<file path="config.mk">
export PLATFORM = sky130hd
export DESIGN_NAME = display_refresh_ctrl
export DESIGN_NICKNAME = d
export VERILOG_FILES = /design/src/rtl/display_refresh_ctrl.sv
export SDC_FILE = /design/constraint.sdc
export NUM_CORES = 1
export LEC_CHECK = 0
export BUFFER_PORTS_ARGS = -buffer_cell sky130_fd_sc_hd__buf_4
export CELL_PAD_IN_SITES_DETAIL_PLACEMENT = 0
export CELL_PAD_IN_SITES_GLOBAL_PLACEMENT = 1
export CORE_MARGIN = 2
export CORE_UTILIZATION = 47
export CTS_CLUSTER_SIZE = 20
export DETAILED_ROUTE_END_ITERATION = 16
export PLACE_DENSITY_LB_ADDON = 0.1
export SLEW_MARGIN = 25
export SYNTH_ARGS = -nofsm -noshare
export SYNTH_HDL_FRONTEND = slang
export SYNTH_SLANG_ARGS = --single-unit
</file>
<file path="constraint.sdc">
create_clock -name i_clk -period 2.9 [get_ports i_clk]
set_input_delay 0.145 -clock i_clk [delete_from_list [all_inputs] [get_ports i_clk]]
set_output_delay 0.145 -clock i_clk [all_outputs]
set_load 0.01 [all_outputs]
</file>
<file path="src/rtl/display_refresh_ctrl.sv">
// display_refresh_ctrl: schedules 7-seg serializer start strobes (time updates, set steps, periodic
// refresh) and drives the blinking colon. Define SHIFT_TIMEOUT_EN to add the busy-handshake watchdog.
module display_refresh_ctrl #(
   parameter int SETTLE_CYCLES  = 4,
   parameter int REFRESH_CYCLES = 5_000_000,
   parameter int TIMEOUT_CYCLES = 1024
) (
   input  logic       i_clk,
   input  logic       i_reset,
   input  logic       i_en,
   input  logic       i_1hz_stb,
   input  logic       i_set_stb,
   input  logic       i_setting,
   input  logic       i_busy,
   output logic       o_start_stb,
   output logic       o_colon,
   output logic       o_pending,
   output logic       o_timeout_err,
   output logic [2:0] o_state_dbg
);

   typedef enum logic [2:0] {
      IDLE      = 3'd0,
      SETTLE    = 3'd1,
      START     = 3'd2,
      WAIT_ACK  = 3'd3,
      WAIT_DONE = 3'd4
   } state_t;

   localparam int ST_W = (SETTLE_CYCLES > 1) ? $clog2(SETTLE_CYCLES) : 1;
   localparam logic [ST_W-1:0] ST_LAST = ST_W'(SETTLE_CYCLES - 1);

   state_t          state_q;
   logic [ST_W-1:0] settle_cnt_q;
   logic            start_stb_q;
   logic            pending_q;
   logic            colon_q;
   logic            refresh_tick;
   logic            trigger;
   logic            timeout_hit;

   assign trigger = i_en & (i_1hz_stb | i_set_stb | refresh_tick);

   generate
      if (REFRESH_CYCLES > 0) begin : g_refresh
         localparam int RF_W = (REFRESH_CYCLES > 1) ? $clog2(REFRESH_CYCLES) : 1;
         localparam logic [RF_W-1:0] RF_LAST = RF_W'(REFRESH_CYCLES - 1);
         logic [RF_W-1:0] refresh_cnt_q;
         logic [RF_W-1:0] refresh_cnt_d;
         logic            refresh_hit;

         assign refresh_hit = (refresh_cnt_q == RF_LAST);

         // Restart the period after every transfer so refreshes only fill quiet gaps.
         always_comb begin
            refresh_cnt_d = refresh_cnt_q + 1'b1;
            if (!i_en || start_stb_q || refresh_hit) begin
               refresh_cnt_d = '0;
            end
         end

         always_ff @(posedge i_clk) begin
            if (i_reset) begin
               refresh_cnt_q <= '0;
            end else begin
               refresh_cnt_q <= refresh_cnt_d;
            end
         end

         assign refresh_tick = i_en & refresh_hit;
      end else begin : g_no_refresh
         assign refresh_tick = 1'b0;
      end
   endgenerate

`ifdef SHIFT_TIMEOUT_EN
   localparam int TO_W = (TIMEOUT_CYCLES > 2) ? $clog2(TIMEOUT_CYCLES) : 1;
   localparam logic [TO_W-1:0] TO_LAST = TO_W'((TIMEOUT_CYCLES >= 2) ? TIMEOUT_CYCLES - 2 : 0);
   logic [TO_W-1:0] to_cnt_q;
   logic            timeout_err_q;
   logic            in_wait;

   assign in_wait = (state_q == WAIT_ACK) || (state_q == WAIT_DONE);

   // Abort fires on the edge where the count would reach TIMEOUT_CYCLES-1.
   assign timeout_hit = in_wait && (to_cnt_q == TO_LAST);

   always_ff @(posedge i_clk) begin
      if (i_reset) begin
         to_cnt_q      <= '0;
         timeout_err_q <= 1'b0;
      end else begin
         if (state_q == START) begin
            to_cnt_q <= '0;
         end else if (in_wait) begin
            to_cnt_q <= to_cnt_q + 1'b1;
         end
         if (timeout_hit) begin
            timeout_err_q <= 1'b1;
         end
      end
   end

   assign o_timeout_err = timeout_err_q;
`else
   assign timeout_hit   = 1'b0;
   assign o_timeout_err = 1'b0;
`endif

   // Handshake: i_busy is a level from the serializer; after the strobe, WAIT_ACK holds until
   // busy is seen high, WAIT_DONE until it is seen low again.
   always_ff @(posedge i_clk) begin
      if (i_reset) begin
         state_q      <= IDLE;
         settle_cnt_q <= '0;
         start_stb_q  <= 1'b0;
         pending_q    <= 1'b0;
      end else begin
         start_stb_q <= 1'b0;
         case (state_q)
            IDLE: begin
               if (trigger || (i_en && pending_q)) begin
                  state_q      <= SETTLE;
                  settle_cnt_q <= ST_LAST;
                  pending_q    <= 1'b0;
               end
            end
            SETTLE: begin
               if (!i_en) begin
                  state_q <= IDLE;
               end else if (trigger) begin
                  settle_cnt_q <= ST_LAST;
               end else if (settle_cnt_q == '0) begin
                  state_q     <= START;
                  start_stb_q <= 1'b1;
               end else begin
                  settle_cnt_q <= settle_cnt_q - 1'b1;
               end
            end
            START: begin
               state_q <= WAIT_ACK;
            end
            WAIT_ACK: begin
               if (timeout_hit) begin
                  state_q <= IDLE;
               end else if (i_busy) begin
                  state_q <= WAIT_DONE;
               end
            end
            WAIT_DONE: begin
               if (timeout_hit || !i_busy) begin
                  state_q <= IDLE;
               end
            end
            default: begin
               state_q <= IDLE;
            end
         endcase
         if (trigger && (state_q == START || state_q == WAIT_ACK || state_q == WAIT_DONE)) begin
            pending_q <= 1'b1;
         end
         if (!i_en) begin
            pending_q <= 1'b0;
         end
      end
   end

   always_ff @(posedge i_clk) begin
      if (i_reset) begin
         colon_q <= 1'b0;
      end else if (i_en && i_1hz_stb) begin
         colon_q <= ~colon_q;
      end
   end

   assign o_start_stb = start_stb_q;
   assign o_pending   = pending_q;
   assign o_colon     = i_setting | colon_q;
   assign o_state_dbg = state_q;

endmodule

</file>
==> metrics.md <==
| Metric | Value |
|---|---|
| Worst Skew | `0.007541 ns` |
| Initial DRT Pass Iterations | `4` |
| Final wirelength | `3317 um` |
| Crit path required time | `3.11 ns` |
| Layout cells sized above 1 | `14.22%` |
| Core footprint | `3363 um2` |
| Final period utilization | `between 60% and 70%` |
| Worst VDD drop | `308.6 uV` |
| Post-DP HPWL | `roughly 2500 um` |
| Fin Hold WS | `0.05373 ns` |
| Fill cell count | `356` |
| PD cells | `roughly 530 nW/um2` |
| Static Leak | `~0.58 nW` |
| # H-tree levels | `2` |
| Initial antenna violation count | `0` |
| Mapped Avg Cell Area | `8.238 um2` |
| Final layout net count | `221` |
| CTS clk-pin slew, worst paths | `0.09 ns` |
| Post-synth EDFFs | `0` |
| Post-cts resize count | `0` |
| Max-slew violation count | `0` |
| Die Height | `between 60 and 70 um` |
| Total negative slack | `0 ns` |
| Post-Synthesis Cells | `202` |
| Largest net degree at the start of global routing | `24` |
| Startpoint Class | `register` |
| DR vias | `1400` |
| Async set-reset flop share out of synthesis | `0%` |
| First-pass GRT wire length | `around 5700 um` |
| Worst hold path class | `primary input to register` |
| Placer Congestion | `0.8822` |
| Area post-placement | `1768 um2` |
| Worst-Skew Late Latency | `0.32 ns` |
| DR iter-0 viols | `97` |
| Root buf cell | `clkbuf_4` |
| Layout area overhead | `8.722%` |
| Vias in the first global route | `1274` |
| Sequential area share after synthesis | `between 30% and 40%` |
| CTS tree | `built` |
| Post-Syn Area | `1664 um2` |
| Postcts setup bufs | `0` |
| Distinct cell type count after synthesis | `46` |
| Relative slew slack | `roughly 60%` |
| N_diodes | `0` |
| GRT overflow | `0` |
| Outcome | `finished clean` |
| CP endpoint kind | `register` |
| DR WL/cell | `12.91 um` |
| Design Area, Final | `between 1500 and 2000 um2` |
| DRT antenna net count | `0` |
| Clk sinks | `31` |
| Remaining DRCs | `0` |
| Effective utilization at floorplan | `49.48%` |
| Cell Count Post-Placement | `251` |
| Die span in x | `63.51 um` |
| CP max FO | `23` |
| FMAX | `0.4977 GHz` |
| Crit path kind | `register to register` |
| Worst Tran Pin Value | `0.5740 ns` |
| Ys Warns | `0` |
| Max_cap viols | `0` |
| Total GRT Usage | `~18%` |
| I/O Buffers | `12` |
| Total Power | `about 960 uW` |
| Finished Layout Cells | `approximately 260` |
| Post-CTS Hold Buffers | `0` |
| Die area | `4033 um2` |
| Via density | `around 5.4` |
| Cts bufs inserted | `5` |
| # IOs | `14` |
| Endpoints failing setup | `0` |
| Final min period | `2.009 ns` |
| Worst endpoint data arrival time | `2.21 ns` |
| Post-synth net total | `211` |
| Hold Vio Cnt, Final | `0` |
| Bufs on Longest Clock Path | `2` |
| Synth Flop Type | `dfxtp_1` |
| # rows | `21` |
| RSZ-0062 raised after global routing | `false` |
| Post-synthesis register bit count | `31` |
-- synthesized netlist by cell type (2+ instances only) --
master,n,area (um2)
a31oi_1,2,12.51
clkbuf_1,4,15.01
nand4_1,3,18.77
buf_2,2,10.01
ha_1,2,25.02
and3_1,3,18.77
nand4bb_1,2,22.52
o221a_2,2,22.52
nor3_1,8,40.04
nor2_1,38,142.6
nand2_1,14,52.55
dfxtp_1,31,620.6
a21oi_1,3,15.01
xnor2_1,17,148.9
nor4_1,4,25.02
a2111oi_2,2,30.03
buf_4,3,22.52
a221oi_1,2,17.52
or2_2,2,12.51
o21ai_0,3,15.01
nor4bb_1,4,40.04
nor4b_1,2,17.52
xor2_1,5,43.79
nand3_1,8,40.04
and2_1,3,18.77
inv_1,13,48.80
-- report_power, final --
group	switching, mW	internal [mW]
Combinational	0.125	0.119
Sequential	0.0441	0.449
Clock	0.132	0.0861
-- metrics by stage --
step / util (%) / setup WS, ns
detailed placement: 52.57 / 0.8979
floorplan: - / 1.049
global placement: 52.57 / 0.9335
CTS: 53.79 / 0.8918
global route: 53.79 / 0.7350
finish: 53.79 / 0.8907
-- worst max-delay path, cell delays in order, from the launching register on --
cell     delay [ns]
dfxtp_1        0.36
ha_1           0.21
nand2_1        0.10
or4_4          0.56
nor2_1         0.21
or4_1          0.14
buf_4          0.25
nor2_1         0.08
-- routing by layer --
metal	routed length [um]	track usage [%]	part of all wire [%]	vias up
li1	-	-	-	717
met1	1577	23.03	48	655
met2	1559	27.89	47	20
met3	108	5.179	3.3	8
met4	71	7.609	2.1	0
met5	0	0	0	-
-- registers in the layout, summed over array words and instances, names as in the netlist --
register,flops
g_refresh.refresh_cnt_q,23
colon_q,1
settle_cnt_q,2
o_start_stb,1
o_state_dbg,3
o_pending,1
-- cell usage in the layout (no fill, tap or decap), types with 3 or more instances in the layout --
master,n
nand3_1,8
a21oi_1,3
dfxtp_1,31
o21ai_0,3
nand4_1,3
clkbuf_4,5
xnor2_1,17
nand2_1,14
and3_1,3
buf_4,13
and2_1,3
xor2_1,5
nor4_1,4
nor2_1,38
nor4bb_1,4
inv_1,13
nor3_1,8
-- final timing paths --
path,start,to,slack [ns],cells past startpoint
worst max-delay path,g_refresh.refresh_cnt_q[0],g_refresh.refresh_cnt_q[3],0.89,7
worst min-delay path,i_reset,o_state_dbg[0],0.05,2
worst max register to register,g_refresh.refresh_cnt_q[0],g_refresh.refresh_cnt_q[3],0.89,7
worst min register to register,g_refresh.refresh_cnt_q[0],g_refresh.refresh_cnt_q[0],0.45,1
-- final cells by class --
class	count	area (um2)	share of cell area, %
clock buffer	6	41.29	2.282
inverter	13	48.80	2.697
multi-input combinational	148	943.4	52.14
sequential	31	620.6	34.30
tap	46	57.56	3.181
timing repair buffer	13	97.59	5.394
-- kinds of logic after synthesis --
logic type / share of synthesized area [%]
and+or+nand+nor: 31.88
DFF: 37.29
buffers and inverters: 6.015
xor gates and xnor gates: 11.58
AOI/OAI and AO/OA: 10.83
adders and majority gates: 1.504
other: 0.2253
muxes: 0.6766
(Power assumes the default switching activity.)
